File: src/rtl/gpu_pkg.sv
// Shared types and width defaults for the data-memory controller and its
// per-channel FSMs.
package gpu_pkg;

    localparam int DEFAULT_ADDR_BITS = 8;
    localparam int DEFAULT_DATA_BITS = 8;

    typedef enum logic [2:0] {
        CH_IDLE           = 3'd0,
        CH_READ_WAITING   = 3'd1,
        CH_WRITE_WAITING  = 3'd2,
        CH_READ_RELAYING  = 3'd3,
        CH_WRITE_RELAYING = 3'd4
    } ch_state_e;

    // Index width that stays legal (>= 1 bit) for a single consumer.
    function automatic int idx_bits(input int n);
        return (n > 1) ? $clog2(n) : 1;
    endfunction

endpackage

File: src/rtl/mem_channel_fsm.sv
// One external memory channel: takes a grant from the top-level arbiter,
// issues a single memory request and relays the response back to its owner.
module mem_channel_fsm
    import gpu_pkg::*;
#(
    parameter int ADDR_BITS     = DEFAULT_ADDR_BITS,
    parameter int DATA_BITS     = DEFAULT_DATA_BITS,
    parameter int NUM_CONSUMERS = 4,
    parameter int IDX_BITS      = idx_bits(NUM_CONSUMERS)
) (
    input  logic                     clk,
    input  logic                     reset,
    input  logic                     grant_valid,
    input  logic                     grant_read,
    input  logic [IDX_BITS-1:0]      grant_idx,
    input  logic [ADDR_BITS-1:0]     grant_addr,
    input  logic [DATA_BITS-1:0]     grant_data,
    input  logic [NUM_CONSUMERS-1:0] consumer_read_valid,
    input  logic [NUM_CONSUMERS-1:0] consumer_write_valid,
    input  logic                     mem_read_ready,
    input  logic [DATA_BITS-1:0]     mem_read_data,
    input  logic                     mem_write_ready,
    output logic                     idle,
    output logic                     release_claim,
    output logic [IDX_BITS-1:0]      owner,
    output logic                     read_ready,
    output logic                     write_ready,
    output logic [DATA_BITS-1:0]     read_data,
    output logic                     mem_read_valid,
    output logic [ADDR_BITS-1:0]     mem_read_address,
    output logic                     mem_write_valid,
    output logic [ADDR_BITS-1:0]     mem_write_address,
    output logic [DATA_BITS-1:0]     mem_write_data
);

    ch_state_e             state_q, state_d;
    logic [IDX_BITS-1:0]   owner_q, owner_d;
    logic [ADDR_BITS-1:0]  addr_q, addr_d;
    logic [DATA_BITS-1:0]  wdata_q, wdata_d;
    logic [DATA_BITS-1:0]  rdata_q, rdata_d;
    logic                  rd_valid_q, rd_valid_d;
    logic                  wr_valid_q, wr_valid_d;
    logic                  rd_ready_q, rd_ready_d;
    logic                  wr_ready_q, wr_ready_d;

    always_comb begin
        // NOTE: every _d starts as its _q so no branch leaves a value unassigned (no latch).
        state_d       = state_q;
        owner_d       = owner_q;
        addr_d        = addr_q;
        wdata_d       = wdata_q;
        rdata_d       = rdata_q;
        rd_valid_d    = rd_valid_q;
        wr_valid_d    = wr_valid_q;
        rd_ready_d    = rd_ready_q;
        wr_ready_d    = wr_ready_q;
        release_claim = 1'b0;
        case (state_q)
            CH_IDLE: begin
                if (grant_valid) begin
                    owner_d = grant_idx;
                    addr_d  = grant_addr;
                    wdata_d = grant_data;
                    if (grant_read) begin
                        rd_valid_d = 1'b1;
                        state_d    = CH_READ_WAITING;
                    end else begin
                        wr_valid_d = 1'b1;
                        state_d    = CH_WRITE_WAITING;
                    end
                end
            end
            CH_READ_WAITING: begin
                if (mem_read_ready) begin
                    rd_valid_d = 1'b0;
                    rd_ready_d = 1'b1;
                    rdata_d    = mem_read_data;
                    state_d    = CH_READ_RELAYING;
                end
            end
            CH_WRITE_WAITING: begin
                if (mem_write_ready) begin
                    wr_valid_d = 1'b0;
                    wr_ready_d = 1'b1;
                    state_d    = CH_WRITE_RELAYING;
                end
            end
            // Response is held until the owner withdraws its request.
            CH_READ_RELAYING: begin
                if (!consumer_read_valid[owner_q]) begin
                    rd_ready_d    = 1'b0;
                    release_claim = 1'b1;
                    state_d       = CH_IDLE;
                end
            end
            CH_WRITE_RELAYING: begin
                if (!consumer_write_valid[owner_q]) begin
                    wr_ready_d    = 1'b0;
                    release_claim = 1'b1;
                    state_d       = CH_IDLE;
                end
            end
            default: state_d = CH_IDLE;
        endcase
    end

    always_ff @(posedge clk or negedge reset) begin
        if (!reset) begin
            state_q    <= CH_IDLE;
            owner_q    <= '0;
            addr_q     <= '0;
            wdata_q    <= '0;
            rdata_q    <= '0;
            rd_valid_q <= 1'b0;
            wr_valid_q <= 1'b0;
            rd_ready_q <= 1'b0;
            wr_ready_q <= 1'b0;
        end else begin
            // NOTE: non-blocking so every flop samples the pre-edge values.
            state_q    <= state_d;
            owner_q    <= owner_d;
            addr_q     <= addr_d;
            wdata_q    <= wdata_d;
            rdata_q    <= rdata_d;
            rd_valid_q <= rd_valid_d;
            wr_valid_q <= wr_valid_d;
            rd_ready_q <= rd_ready_d;
            wr_ready_q <= wr_ready_d;
        end
    end

    assign idle              = (state_q == CH_IDLE);
    assign owner             = owner_q;
    assign read_ready        = rd_ready_q;
    assign write_ready       = wr_ready_q;
    assign read_data         = rdata_q;
    assign mem_read_valid    = rd_valid_q;
    assign mem_write_valid   = wr_valid_q;
    assign mem_read_address  = rd_valid_q ? addr_q : '0;
    assign mem_write_address = wr_valid_q ? addr_q : '0;
    assign mem_write_data    = wr_valid_q ? wdata_q : '0;

endmodule

File: src/rtl/data_mem_controller.sv
// Arbitrates per-thread data-memory request ports onto a set of external
// memory channels with round-robin selection and a shared claim mask.
module data_mem_controller
    import gpu_pkg::*;
#(
    parameter int ADDR_BITS     = DEFAULT_ADDR_BITS,
    parameter int DATA_BITS     = DEFAULT_DATA_BITS,
    parameter int NUM_CONSUMERS = 4,
    parameter int NUM_CHANNELS  = 1,
    parameter int WRITE_ENABLE  = 1
) (
    input  logic                                     clk,
    input  logic                                     reset,
    input  logic [NUM_CONSUMERS-1:0]                 consumer_read_valid,
    input  logic [NUM_CONSUMERS-1:0][ADDR_BITS-1:0]  consumer_read_address,
    output logic [NUM_CONSUMERS-1:0]                 consumer_read_ready,
    output logic [NUM_CONSUMERS-1:0][DATA_BITS-1:0]  consumer_read_data,
    input  logic [NUM_CONSUMERS-1:0]                 consumer_write_valid,
    input  logic [NUM_CONSUMERS-1:0][ADDR_BITS-1:0]  consumer_write_address,
    input  logic [NUM_CONSUMERS-1:0][DATA_BITS-1:0]  consumer_write_data,
    output logic [NUM_CONSUMERS-1:0]                 consumer_write_ready,
    output logic [NUM_CHANNELS-1:0]                  mem_read_valid,
    output logic [NUM_CHANNELS-1:0][ADDR_BITS-1:0]   mem_read_address,
    input  logic [NUM_CHANNELS-1:0]                  mem_read_ready,
    input  logic [NUM_CHANNELS-1:0][DATA_BITS-1:0]   mem_read_data,
    output logic [NUM_CHANNELS-1:0]                  mem_write_valid,
    output logic [NUM_CHANNELS-1:0][ADDR_BITS-1:0]   mem_write_address,
    output logic [NUM_CHANNELS-1:0][DATA_BITS-1:0]   mem_write_data,
    input  logic [NUM_CHANNELS-1:0]                  mem_write_ready
);

    localparam int IDX_BITS = idx_bits(NUM_CONSUMERS);

    logic [NUM_CONSUMERS-1:0]                claim_q, claim_d, taken, released;
    logic [NUM_CONSUMERS-1:0]                req_read, req_write, req_any, wr_ready_all;
    logic [NUM_CHANNELS-1:0][IDX_BITS-1:0]   rr_q, rr_d, grant_idx, ch_owner;
    logic [NUM_CHANNELS-1:0]                 grant_valid, grant_read;
    logic [NUM_CHANNELS-1:0]                 ch_idle, ch_release, ch_read_ready, ch_write_ready;
    logic [NUM_CHANNELS-1:0][DATA_BITS-1:0]  ch_read_data, ch_mem_write_data;
    logic [NUM_CHANNELS-1:0][ADDR_BITS-1:0]  ch_mem_write_address;
    logic [NUM_CHANNELS-1:0]                 ch_mem_write_valid;
    logic [IDX_BITS-1:0]                     cand;

    assign req_read  = consumer_read_valid;
    assign req_write = (WRITE_ENABLE != 0) ? consumer_write_valid : '0;
    assign req_any   = req_read | req_write;

    // Channels are visited in index order so a lower channel's pick is already
    // marked taken when a higher channel scans.
    always_comb begin
        taken       = claim_q;
        grant_valid = '0;
        grant_read  = '0;
        grant_idx   = rr_q;
        cand        = '0;
        for (int c = 0; c < NUM_CHANNELS; c++) begin
            for (int k = 1; k <= NUM_CONSUMERS; k++) begin
                cand = IDX_BITS'((int'(rr_q[c]) + k) % NUM_CONSUMERS);
                if (ch_idle[c] && !grant_valid[c] && req_any[cand] && !taken[cand]) begin
                    grant_valid[c] = 1'b1;
                    grant_idx[c]   = cand;
                    grant_read[c]  = req_read[cand];
                    taken[cand]    = 1'b1;
                end
            end
        end
    end

    always_comb begin
        released             = '0;
        wr_ready_all         = '0;
        consumer_read_ready  = '0;
        consumer_read_data   = '0;
        for (int c = 0; c < NUM_CHANNELS; c++) begin
            if (ch_release[c])     released[ch_owner[c]] = 1'b1;
            if (ch_write_ready[c]) wr_ready_all[ch_owner[c]] = 1'b1;
            if (ch_read_ready[c]) begin
                consumer_read_ready[ch_owner[c]] = 1'b1;
                consumer_read_data[ch_owner[c]]  = ch_read_data[c];
            end
        end
    end

    always_comb begin
        claim_d = taken & ~released;
        rr_d    = rr_q;
        for (int c = 0; c < NUM_CHANNELS; c++) begin
            if (grant_valid[c]) rr_d[c] = grant_idx[c];
        end
    end

    always_ff @(posedge clk or negedge reset) begin
        if (!reset) begin
            claim_q <= '0;
            rr_q    <= '0;
        end else begin
            claim_q <= claim_d;
            rr_q    <= rr_d;
        end
    end

    for (genvar c = 0; c < NUM_CHANNELS; c++) begin : g_ch
        logic [ADDR_BITS-1:0] grant_addr;
        assign grant_addr = grant_read[c] ? consumer_read_address[grant_idx[c]]
                                          : consumer_write_address[grant_idx[c]];

        mem_channel_fsm #(
            .ADDR_BITS     (ADDR_BITS),
            .DATA_BITS     (DATA_BITS),
            .NUM_CONSUMERS (NUM_CONSUMERS),
            .IDX_BITS      (IDX_BITS)
        ) u_fsm (
            .clk                  (clk),
            .reset                (reset),
            .grant_valid          (grant_valid[c]),
            .grant_read           (grant_read[c]),
            .grant_idx            (grant_idx[c]),
            .grant_addr           (grant_addr),
            .grant_data           (consumer_write_data[grant_idx[c]]),
            .consumer_read_valid  (consumer_read_valid),
            .consumer_write_valid (req_write),
            .mem_read_ready       (mem_read_ready[c]),
            .mem_read_data        (mem_read_data[c]),
            .mem_write_ready      (mem_write_ready[c]),
            .idle                 (ch_idle[c]),
            .release_claim        (ch_release[c]),
            .owner                (ch_owner[c]),
            .read_ready           (ch_read_ready[c]),
            .write_ready          (ch_write_ready[c]),
            .read_data            (ch_read_data[c]),
            .mem_read_valid       (mem_read_valid[c]),
            .mem_read_address     (mem_read_address[c]),
            .mem_write_valid      (ch_mem_write_valid[c]),
            .mem_write_address    (ch_mem_write_address[c]),
            .mem_write_data       (ch_mem_write_data[c])
        );
    end

    if (WRITE_ENABLE != 0) begin : g_wr
        assign mem_write_valid      = ch_mem_write_valid;
        assign mem_write_address    = ch_mem_write_address;
        assign mem_write_data       = ch_mem_write_data;
        assign consumer_write_ready = wr_ready_all;
    end else begin : g_no_wr
        assign mem_write_valid      = '0;
        assign mem_write_address    = '0;
        assign mem_write_data       = '0;
        assign consumer_write_ready = '0;
    end

endmodule

File: config.mk
export PLATFORM = sky130hd
export DESIGN_NAME = data_mem_controller
export DESIGN_NICKNAME = d
export VERILOG_FILES = /design/src/rtl/gpu_pkg.sv /design/src/rtl/mem_channel_fsm.sv /design/src/rtl/data_mem_controller.sv
export SDC_FILE = /design/constraint.sdc
export NUM_CORES = 1
export LEC_CHECK = 0
export ABC_AREA = 1
export BUFFER_PORTS_ARGS = -buffer_cell sky130_fd_sc_hd__buf_2
export CAP_MARGIN = 20
export CORE_UTILIZATION = 39
export DETAILED_ROUTE_END_ITERATION = 8
export GPL_TIMING_DRIVEN = 0
export PLACE_DENSITY = 0.7
export SYNTH_ARGS = -nofsm -noshare
export SYNTH_HDL_FRONTEND = slang
export SYNTH_HIERARCHICAL = 1
export SYNTH_SLANG_ARGS = --single-unit
File: constraint.sdc
create_clock -name clk -period 3.1 [get_ports clk]
set_input_delay 0.93 -clock clk [delete_from_list [all_inputs] [get_ports clk]]
set_output_delay 0.93 -clock clk [all_outputs]
set_load 0.02 [all_outputs]
==> results.md, run 1 <==
- CTS tree: yes
- Initial Util: 0.4028
- GPL Wtd Cong: 0.9589
- DR vias/cell: 4.930
- Top FF cell, synth: dfrtp_1
- TritonRoute pass-1 iters: 5
- Nets@finish: 1001
- Relative slew slack: 0.3869
- Synthesized area: 0.003955 mm²
- Post-synth top area share: 0.2468
- Post-detail-place hpwl: 9.486 mm
- Synth warn: 6
- Critical path class: reg2reg
- ANT cells: 0
- Clock buffer count from CTS: 5
- IO buf count: 181
- Residual DRC: 0
- Vias in the first global route: 4230
- Io pins: 182
- Largest net degree at the start of global routing: 40
- Total grt overflow: 0
- Fin worst setup slack: -0.2915 ns
- Worst EP required: 3.29 ns
- Clock Tree Root: clkbuf_8
- Min-delay worst type: reg2reg
- Syn Inst Count: 657
- Max stage delay on crit path: 0.40 ns
- Post-synthesis sequential area ratio: 0.2468
- Final hold vios: 0
- Max-capacitance violation count: 0
- Worst-Skew Late Latency: 0.30 ns
- Critical path's slowest cell: dfrtp_1
- Post-route clock period utilization: 1.094
- Layout area overhead: 45.43%
- Fmax: 294.9 MHz
- Final Skew: 0.01069 ns
- Layout cell share with drive strength beyond 1: 0.3855
- Worst-path clk slew: 0.08 ns
- Initial antenna violation count: 0
- Area leader, netlist: dfrtp_1
- Multiplexer area fraction after synthesis: 0.06074
- Final std cells w/o fill: 1015
- Adder-Cell Fraction of Synth Area: 0.01265
- Max Root-Sink Buffers: 2
- Die width: 102.7 µm
- Outcome: finished, violations left
- Global-route wire length before repair: 19.71 mm
- WL per Instance: 13.20 µm
- CP max FO: 5
- CTS H-tree depth: 2
- Netlist cell types: 36
- WP data arrival: 3.58 ns
- Endpoint class of the critical path: flip-flop
- Failing checks: negative setup slack
- Worst slew pin tran: 0.9197 ns
- Post-Place Cells: 971
- Synthesized area per cell: 6.020 µm²
- Most common cell in the netlist: nand2_1
- FFs w/ async S/R, synth: 1.000
- Synth Area in XOR/XNOR: 0.002214
- Synth top cells by count: nand2_1 (241), inv_1 (91), nor2_1 (80), nand3_1 (55), dfrtp_1 (39)
- # rows: 36
- Placeable Area: 0.009819 mm²
- Die height: 102.7 µm
- Synth Area in Compound Gates: 0.08352
- Final WL: 13.40 mm
- Total track usage: 0.2395
- Max-slew violations: 0
- Initial detailed-routing violation count: 247
- RSZ-0062 raised after global routing: yes
- Antenna viol nets, final: 0
- Min cycle time layout: 3.392 ns
- Area contributors post-synth: dfrtp_1 (25%), nand2_1 (23%), inv_1 (8.6%), nor2_1 (7.6%), nand3_1 (7.0%)
- # setup viols final: 24
- Syn_nets: 777
- Fill count: 1025
- Flop and latch count out of synthesis: 39
- DIE AREA: 0.01055 mm²
- Sink Count: 39
- Via count: 5004
- Worst Setup Start Kind: flip-flop
- Hold_buf cts: 0
- Number of synthesized flops with an enable pin: 0
- Synth Area in Simple Gates: 0.4549
- Largest family of logic cells by synthesized area: simple AND/OR/NAND/NOR gates
area by class of cell:
cell class	instances	area, µm²	share of cell area
well taps	133	166.4	0.02893
flip-flops and latches	39	977.2	0.1699
plain buffers	23	186.4	0.03241
repair buffers	216	1200	0.2086
clock inverters	3	43.79	0.007614
clock buffers	5	68.82	0.01196
multi-input cells	492	2690	0.4677
inverters	104	419.2	0.07287
critical path, delay by kind of cell, from the launching register on:
kind                       cells  cell delay [ns]
buffers and inverters          6             0.66
and+or+nand+nor               19             2.00
adders and majority gates      1             0.22
DFF                            1             0.40
logic make-up (layout without fill, tap and decap cells):
kind of cell    count (synthesis)  in the layout
fa+ha+maj                       4              4
flops                          39             39
xor+xnor                        1              1
buf+inv                       127            351
mux                            16             16
compound gates                 59             59
simple gates                  411            412
flip-flops by register name, summed over array words and instances (netlist names):
register                    flops
claim_q                         4
g_ch.u_fsm/addr_q               8
g_ch.u_fsm/mem_read_valid       1
g_ch.u_fsm/mem_write_valid      1
g_ch.u_fsm/owner                2
g_ch.u_fsm/read_data            8
g_ch.u_fsm/read_ready           1
g_ch.u_fsm/state_q              3
g_ch.u_fsm/wdata_q              8
g_ch.u_fsm/write_ready          1
rr_q                            2
cells in the final DEF, fill, tap and decap left out, types with 3 or more instances in the layout:
cell type	instances
buf_4	37
clkbuf_1	4
nand3_2	17
nor2_2	4
o21ai_0	23
inv_1	88
dfrtp_1	38
ha_1	3
nand2_2	13
nand3_1	39
inv_2	10
nand4_1	9
o21ai_1	7
mux2_4	16
buf_6	6
nor2_1	74
clkbuf_8	5
nor2_4	6
nand2_4	6
a21oi_1	12
nand2_1	229
nand3_4	5
buf_2	186
o22ai_1	9
worst paths after layout:
check | from | end | slack [ns] | cells after the start
max | rr_q[0] | g_ch[0].u_fsm/write_ready | -0.29 | 26
min | g_ch[0].u_fsm/read_data[3] | g_ch[0].u_fsm/read_data[3] | 0.48 | 2
max reg2reg | rr_q[0] | g_ch[0].u_fsm/write_ready | -0.29 | 26
min reg2reg | g_ch[0].u_fsm/read_data[3] | g_ch[0].u_fsm/read_data[3] | 0.48 | 2
max in group asynchronous | reset | rr_q[1] | 1.70 | 1
min in group asynchronous | reset | g_ch[0].u_fsm/addr_q[2] | 0.76 | 1
metrics by stage:
stage	cell area, µm²	hold slack [ns]	setup TNS (ns)	util	setup WS (ns)
2_1_floorplan	4043	0.4419	-1.556	-	-0.08842
3_3_place_gp	5115	0.4549	-12.77	0.5209	-0.5641
3_5_place_dp	5115	0.4614	-12.73	0.5209	-0.5694
4_1_cts	5487	0.4824	-1.232	0.5587	-0.08743
5_1_grt	5752	0.5039	-8.413	0.5858	-0.4096
6_report	5752	0.4803	-5.867	0.5858	-0.2915
routing by layer:
layer | vias to the layer above | share of wire | GRT usage
met3 | 40 | 0.072 | 0.02712
met2 | 264 | 0.47 | 0.4036
li1 | 2495 | - | -
met1 | 2205 | 0.43 | 0.3206
met5 | - | 0 | 0
met4 | 0 | 0.029 | 0.07473
what timing repair did:
action | 4_1_cts | 5_1_grt
pin swaps | 15 | 31
setup endpoints to repair | 24 | 24
gates resized for setup | 22 | 37
setup buffers | 19 | 15
cloned | 1 | 1
Power of run 1 is not shown: default switching activity piles up to over one toggle a cycle in this logic, so the estimate is an artifact.
==> run 2, diff against run 1 <==
--- a/config.mk
+++ b/config.mk
@@ -11,6 +11,7 @@
 export CORE_UTILIZATION = 39
 export DETAILED_ROUTE_END_ITERATION = 8
 export GPL_TIMING_DRIVEN = 0
+export MAX_ROUTING_LAYER = met4
 export PLACE_DENSITY = 0.7
 export SYNTH_ARGS = -nofsm -noshare
 export SYNTH_HDL_FRONTEND = slang
==> run 2 against run 1 <==
- the run still ends with negative setup slack left
- worst hold slack got worse by 0.0043 ns
- via count decreased by 1.5%
- cell area increased by 2.0%
- fmax increased by 4.3%
- die area unchanged
- critical path type unchanged
- largest cell class unchanged
==> results.md, run 2 (synthesis gave the netlist of run 1 again) <==
- Relative slew slack: 0.3879
- Layout cell share with drive strength beyond 1: 0.3955
- CP Launch Point: rr_q[0]
- Post-route clock period utilization: 1.049
- Antenna viol nets, final: 0
- Final hold vios: 0
- CTS tree: yes
- Die height: 102.7 µm
- Reg2Reg Capture Point: g_ch[0].u_fsm/addr_q[0]
- ANT cells: 0
- Max-slew violations: 0
- Min-delay worst type: reg2reg
- Io pins: 182
- Initial Util: 0.4028
- Crit-path leading delay family: simple AND/OR/NAND/NOR gates
- Residual DRC: 0
- WP data arrival: 3.43 ns
- CP max FO: 7
- Min cycle time layout: 3.252 ns
- Via count: 4929
- Placeable Area: 0.009819 mm²
- Outcome: finished, violations left
- Sink Count: 39
- Critical path's slowest cell: dfrtp_1
- IO buf count: 181
- Vias in the first global route: 4225
- Most frequent cells in the layout: nand2_1 (226), buf_2 (185), inv_1 (88)
- Global-route wire length before repair: 19.67 mm
- Worst R2R Setup Slack: -0.15 ns
- # setup viols final: 24
- TritonRoute pass-1 iters: 5
- Failing checks: negative setup slack
- Post-detail-place hpwl: 9.508 mm
- Fin worst setup slack: -0.1521 ns
- Worst-Skew Late Latency: 0.30 ns
- Fmax: 307.5 MHz
- RSZ-0062 raised after global routing: yes
- Total track usage: 0.2438
- Die width: 102.7 µm
- Crit path to: g_ch[0].u_fsm/addr_q[0]
- Worst slew pin tran: 0.9181 ns
- Worst EP required: 3.28 ns
- Total grt overflow: 0
- Area after DPL: 0.005115 mm²
- Largest net degree at the start of global routing: 40
- Final WL: 13.62 mm
- Clock Tree Root: clkbuf_8
- Crit. path cell count: 20
- Critical path buffer and inverter count: 5
- Final instance area: 0.005869 mm²
- Max-capacitance violation count: 0
- DR vias/cell: 4.842
- Layout area overhead: 48.40%
- Nets@finish: 1004
- Fill count: 1016
- Initial detailed-routing violation count: 259
- WL per Instance: 13.38 µm
- Endpoint class of the critical path: flip-flop
- # rows: 36
- Clock buffer count from CTS: 5
- Worst-path clk slew: 0.08 ns
- Critical path class: reg2reg
- Initial antenna violation count: 0
- R2R cell count: 20
- DIE AREA: 0.01055 mm²
- CTS H-tree depth: 2
- Commonest non-fill, non-tap cell in the layout: nand2_1
- Worst Setup Start Kind: flip-flop
- Max stage delay on crit path: 0.41 ns
- Max Root-Sink Buffers: 2
- CP Cell Sequence: buf_6, inv_8, ha_4, inv_6, nand2_2, nor2_2, nand3_2, nand2_4, nor2_4, nand3_1, nand3_2, nand3_4, nand2_8, inv_8, nor3_4, nand3_4, nand4_1, nand2_2, buf_8, mux2_4
- Worst r2r src: rr_q[0]
- GPL Wtd Cong: 0.9357
- Final Skew: 0.01236 ns
-- run 2: stage by stage --
stage	setup slack, ns	setup TNS, ns	std cells	util	hold WS, ns
after floorplan	-0.08842	-1.556	657	-	0.4419
after global placement	-0.5691	-12.83	971	0.5209	0.4551
after detailed placement	-0.5828	-12.72	971	0.5209	0.4591
after CTS	-0.06917	-0.6785	1002	0.5663	0.4812
after global routing	-0.2766	-6.011	1018	0.5977	0.5240
final	-0.1521	-3.021	1018	0.5977	0.4760
-- run 2: what timing repair did --
item | 4_1_cts | 5_1_grt
setup endpoints to repair | 24 | 24
gates cloned | 3 | 3
pin swaps | 21 | 24
setup buffers | 20 | 15
resized for setup | 39 | 52
hold buffers | 0 | 0
-- run 2: metal layers --
| metal | routed length (µm) | global-route usage | up-vias |
|---|---|---|---|
| li1 | - | - | 2495 |
| met1 | 5895 | 0.3072 | 2178 |
| met2 | 6601 | 0.4267 | 239 |
| met3 | 904 | 0.02305 | 17 |
| met4 | 216 | 0.04396 | 0 |
| met5 | 0 | - | - |
-- run 2: final cells by class --
type                       count  area (µm²)  share of cell area
multi-input combinational    493        2751              0.4688
timing repair buffer         219        1247              0.2125
sequential                    39       977.2              0.1665
inverter                     104       426.7             0.07269
buffer                        22       187.7             0.03198
tap                          133       166.4             0.02835
clock buffer                   5       68.82             0.01172
clock inverter                 3       43.79            0.007461
-- run 2: worst min-delay path, cell delays in order (launching register included) --
cell     delay, ns
dfrtp_1       0.35
nand2_1       0.05
nand2_1       0.05
-- run 2: how the worst min path moves through the flow --
stage	start	to	slack, ns	cells past startpoint
2_1_floorplan	g_ch[0].u_fsm/read_data[0]	g_ch[0].u_fsm/read_data[0]	0.44	2
4_1_cts	g_ch[0].u_fsm/read_data[6]	g_ch[0].u_fsm/read_data[6]	0.48	2
3_3_place_gp	g_ch[0].u_fsm/read_data[6]	g_ch[0].u_fsm/read_data[6]	0.46	2
5_1_grt	g_ch[0].u_fsm/read_data[7]	g_ch[0].u_fsm/read_data[7]	0.52	2
3_5_place_dp	g_ch[0].u_fsm/read_data[6]	g_ch[0].u_fsm/read_data[6]	0.46	2
6_report	g_ch[0].u_fsm/read_data[6]	g_ch[0].u_fsm/read_data[6]	0.48	2
Power of run 2 is left out for the same reason.
==> run 3, diff against run 2 <==
--- a/config.mk
+++ b/config.mk
@@ -13,6 +13,7 @@
 export GPL_TIMING_DRIVEN = 0
 export MAX_ROUTING_LAYER = met4
 export PLACE_DENSITY = 0.7
+export SETUP_SLACK_MARGIN = 0.5
 export SYNTH_ARGS = -nofsm -noshare
 export SYNTH_HDL_FRONTEND = slang
 export SYNTH_HIERARCHICAL = 1
==> run 3 against run 2 <==
- the flow still finishes with violations (negative setup slack)
- sequential cell count unchanged
- via count down 1.5%
- global-route usage up 0.48 points
- core utilization down 2.1 points
- largest cell class unchanged
- highest routed layer unchanged
- setup slack better by 0.11 ns
- clock skew about the same
- critical path depth up 4
==> results.md, run 3 (synthesis gave the netlist of run 1 again) <==
- Outcome: finished, violations left
- Failing checks: negative setup slack
- Clock Tree Root: clkbuf_8
- DIE AREA: 0.01055 mm²
- Vias in the first global route: 4311
- CTS H-tree depth: 2
- Layout area overhead: 43.18%
- Area of the multi-input gates: 0.002664 mm²
- Total grt overflow: 0
- Post-detail-place hpwl: 9.650 mm
- WL per Instance: 12.80 µm
- Worst-path clk slew: 0.09 ns
- Worst slew pin tran: 0.9415 ns
- Worst-Skew Late Latency: 0.30 ns
- IO buf count: 181
- Nets@finish: 995
- Final WL: 12.92 mm
- Hold_buf cts: 0
- Worst Setup Start Kind: flip-flop
- RSZ-0062 raised after global routing: yes
- Commonest non-fill, non-tap cell in the layout: nand2_1
- Residual DRC: 0
- CP max FO: 6
- CTS tree: yes
- Die height: 102.7 µm
- Fmax: 317.9 MHz
- Fill count: 1025
- Sequential cell area: 977.2 µm²
- Hold_ws: 0.4738 ns
- Io pins: 182
- # setup viols final: 18
- ANT cells: 0
- Largest net degree at the start of global routing: 40
- Final Skew: 0.01227 ns
- Max Root-Sink Buffers: 2
- Final hold vios: 0
- Final instance area: 0.005663 mm²
- Relative slew slack: 0.3723
- GPL Wtd Cong: 0.9186
- Placeable Area: 0.009819 mm²
- WP data arrival: 3.35 ns
- Critical path class: reg2reg
- Endpoint class of the critical path: flip-flop
- Via count: 4854
- Sink Count: 39
- Area after DPL: 0.005115 mm²
- Antenna viol nets, final: 0
- Layout cell share with drive strength beyond 1: 0.3847
- Worst slack, placed: -0.5713 ns
- DR vias/cell: 4.811
- Fin worst setup slack: -0.04551 ns
- # rows: 36
- Initial detailed-routing violation count: 266
- Die width: 102.7 µm
- Min-delay worst type: reg2reg
- Worst EP required: 3.30 ns
- Max-capacitance violation count: 0
- Max-slew violations: 0
- Post-route clock period utilization: 1.015
- Global-route wire length before repair: 19.84 mm
- Initial Util: 0.4028
- Most frequent cells in the layout: nand2_1 (228), buf_2 (184), inv_1 (87)
- TritonRoute pass-1 iters: 5
- Total track usage: 0.2485
- Min cycle time layout: 3.146 ns
- Initial antenna violation count: 0
- Clock buffer count from CTS: 5
[run 3: cell types whose count changed in the layout (fill, tap and decap cells not counted), sizes merged]
| cell | change |
|---|---|
| buf | -7 |
| clkbuf | -1 |
| clkinv | +1 |
| inv | -1 |
| nor2 | -1 |
[run 3: path summary, 6_finish.rpt]
| path | startpoint | to | slack (ns) | cells past startpoint |
|---|---|---|---|---|
| worst max-delay path | rr_q[0] | g_ch[0].u_fsm/state_q[1] | -0.05 | 24 |
| worst min-delay path | g_ch[0].u_fsm/read_data[7] | g_ch[0].u_fsm/read_data[7] | 0.47 | 2 |
| worst max register to register | rr_q[0] | g_ch[0].u_fsm/state_q[1] | -0.05 | 24 |
| worst min register to register | g_ch[0].u_fsm/read_data[7] | g_ch[0].u_fsm/read_data[7] | 0.47 | 2 |
| max in group asynchronous | reset | rr_q[1] | 1.68 | 1 |
| min in group asynchronous | reset | g_ch[0].u_fsm/addr_q[2] | 0.76 | 1 |
[run 3: area by class of cell]
class	count	share of cell area
Inverter	104	0.07269
Clock buffer	5	0.01215
Buffer	23	0.03403
Sequential cell	39	0.1726
Timing Repair Buffer	210	0.2011
Clock inverter	3	0.007733
Multi-Input combinational cell	492	0.4704
Tap cell	133	0.02939
[run 3: per-layer routing]
| layer | vias to the layer above | wire length [µm] | share of wire | track usage |
|---|---|---|---|---|
| li1 | 2477 | - | - | - |
| met1 | 2123 | 5710 | 0.44 | 0.3042 |
| met3 | 26 | 856 | 0.066 | 0.02847 |
| met5 | - | 0 | 0 | - |
| met2 | 228 | 6088 | 0.47 | 0.4308 |
| met4 | 0 | 263 | 0.020 | 0.06923 |
[run 3: what timing repair did]
action | in CTS | in global routing
cloned | 1 | 0
resized for setup | 38 | 22
buffers inserted | 24 | 5
setup endpoints to repair | 38 | 56
pin swaps | 29 | 8
hold endpoints to repair | 0 | 0
[run 3: critical path, cell delays in order (launching register included)]
cell	delay (ns)
dfrtp_1	0.38
buf_6	0.14
inv_8	0.03
ha_4	0.30
clkinv_4	0.06
nand2_2	0.06
nor2_2	0.04
nand3_2	0.07
nand2_4	0.08
nor2_4	0.19
nand3_1	0.15
nand3_2	0.12
nand3_4	0.14
nand2_8	0.14
inv_4	0.05
nor3_4	0.19
nand3_4	0.10
nand4_1	0.13
nand3b_1	0.15
nand2_1	0.07
inv_2	0.08
nand2_4	0.07
buf_4	0.13
o21ai_1	0.11
nand2_1	0.06
[run 3: metrics by stage]
step             util  setup TNS (ns)  cells
2_1_floorplan       -          -1.547    657
4_1_cts        0.5657               0   1004
3_5_place_dp   0.5209          -12.44    971
5_1_grt        0.5767          -3.603   1009
6_report       0.5767         -0.2254   1009
3_3_place_gp   0.5209          -12.81    971
Power of run 3 is left out for the same reason.
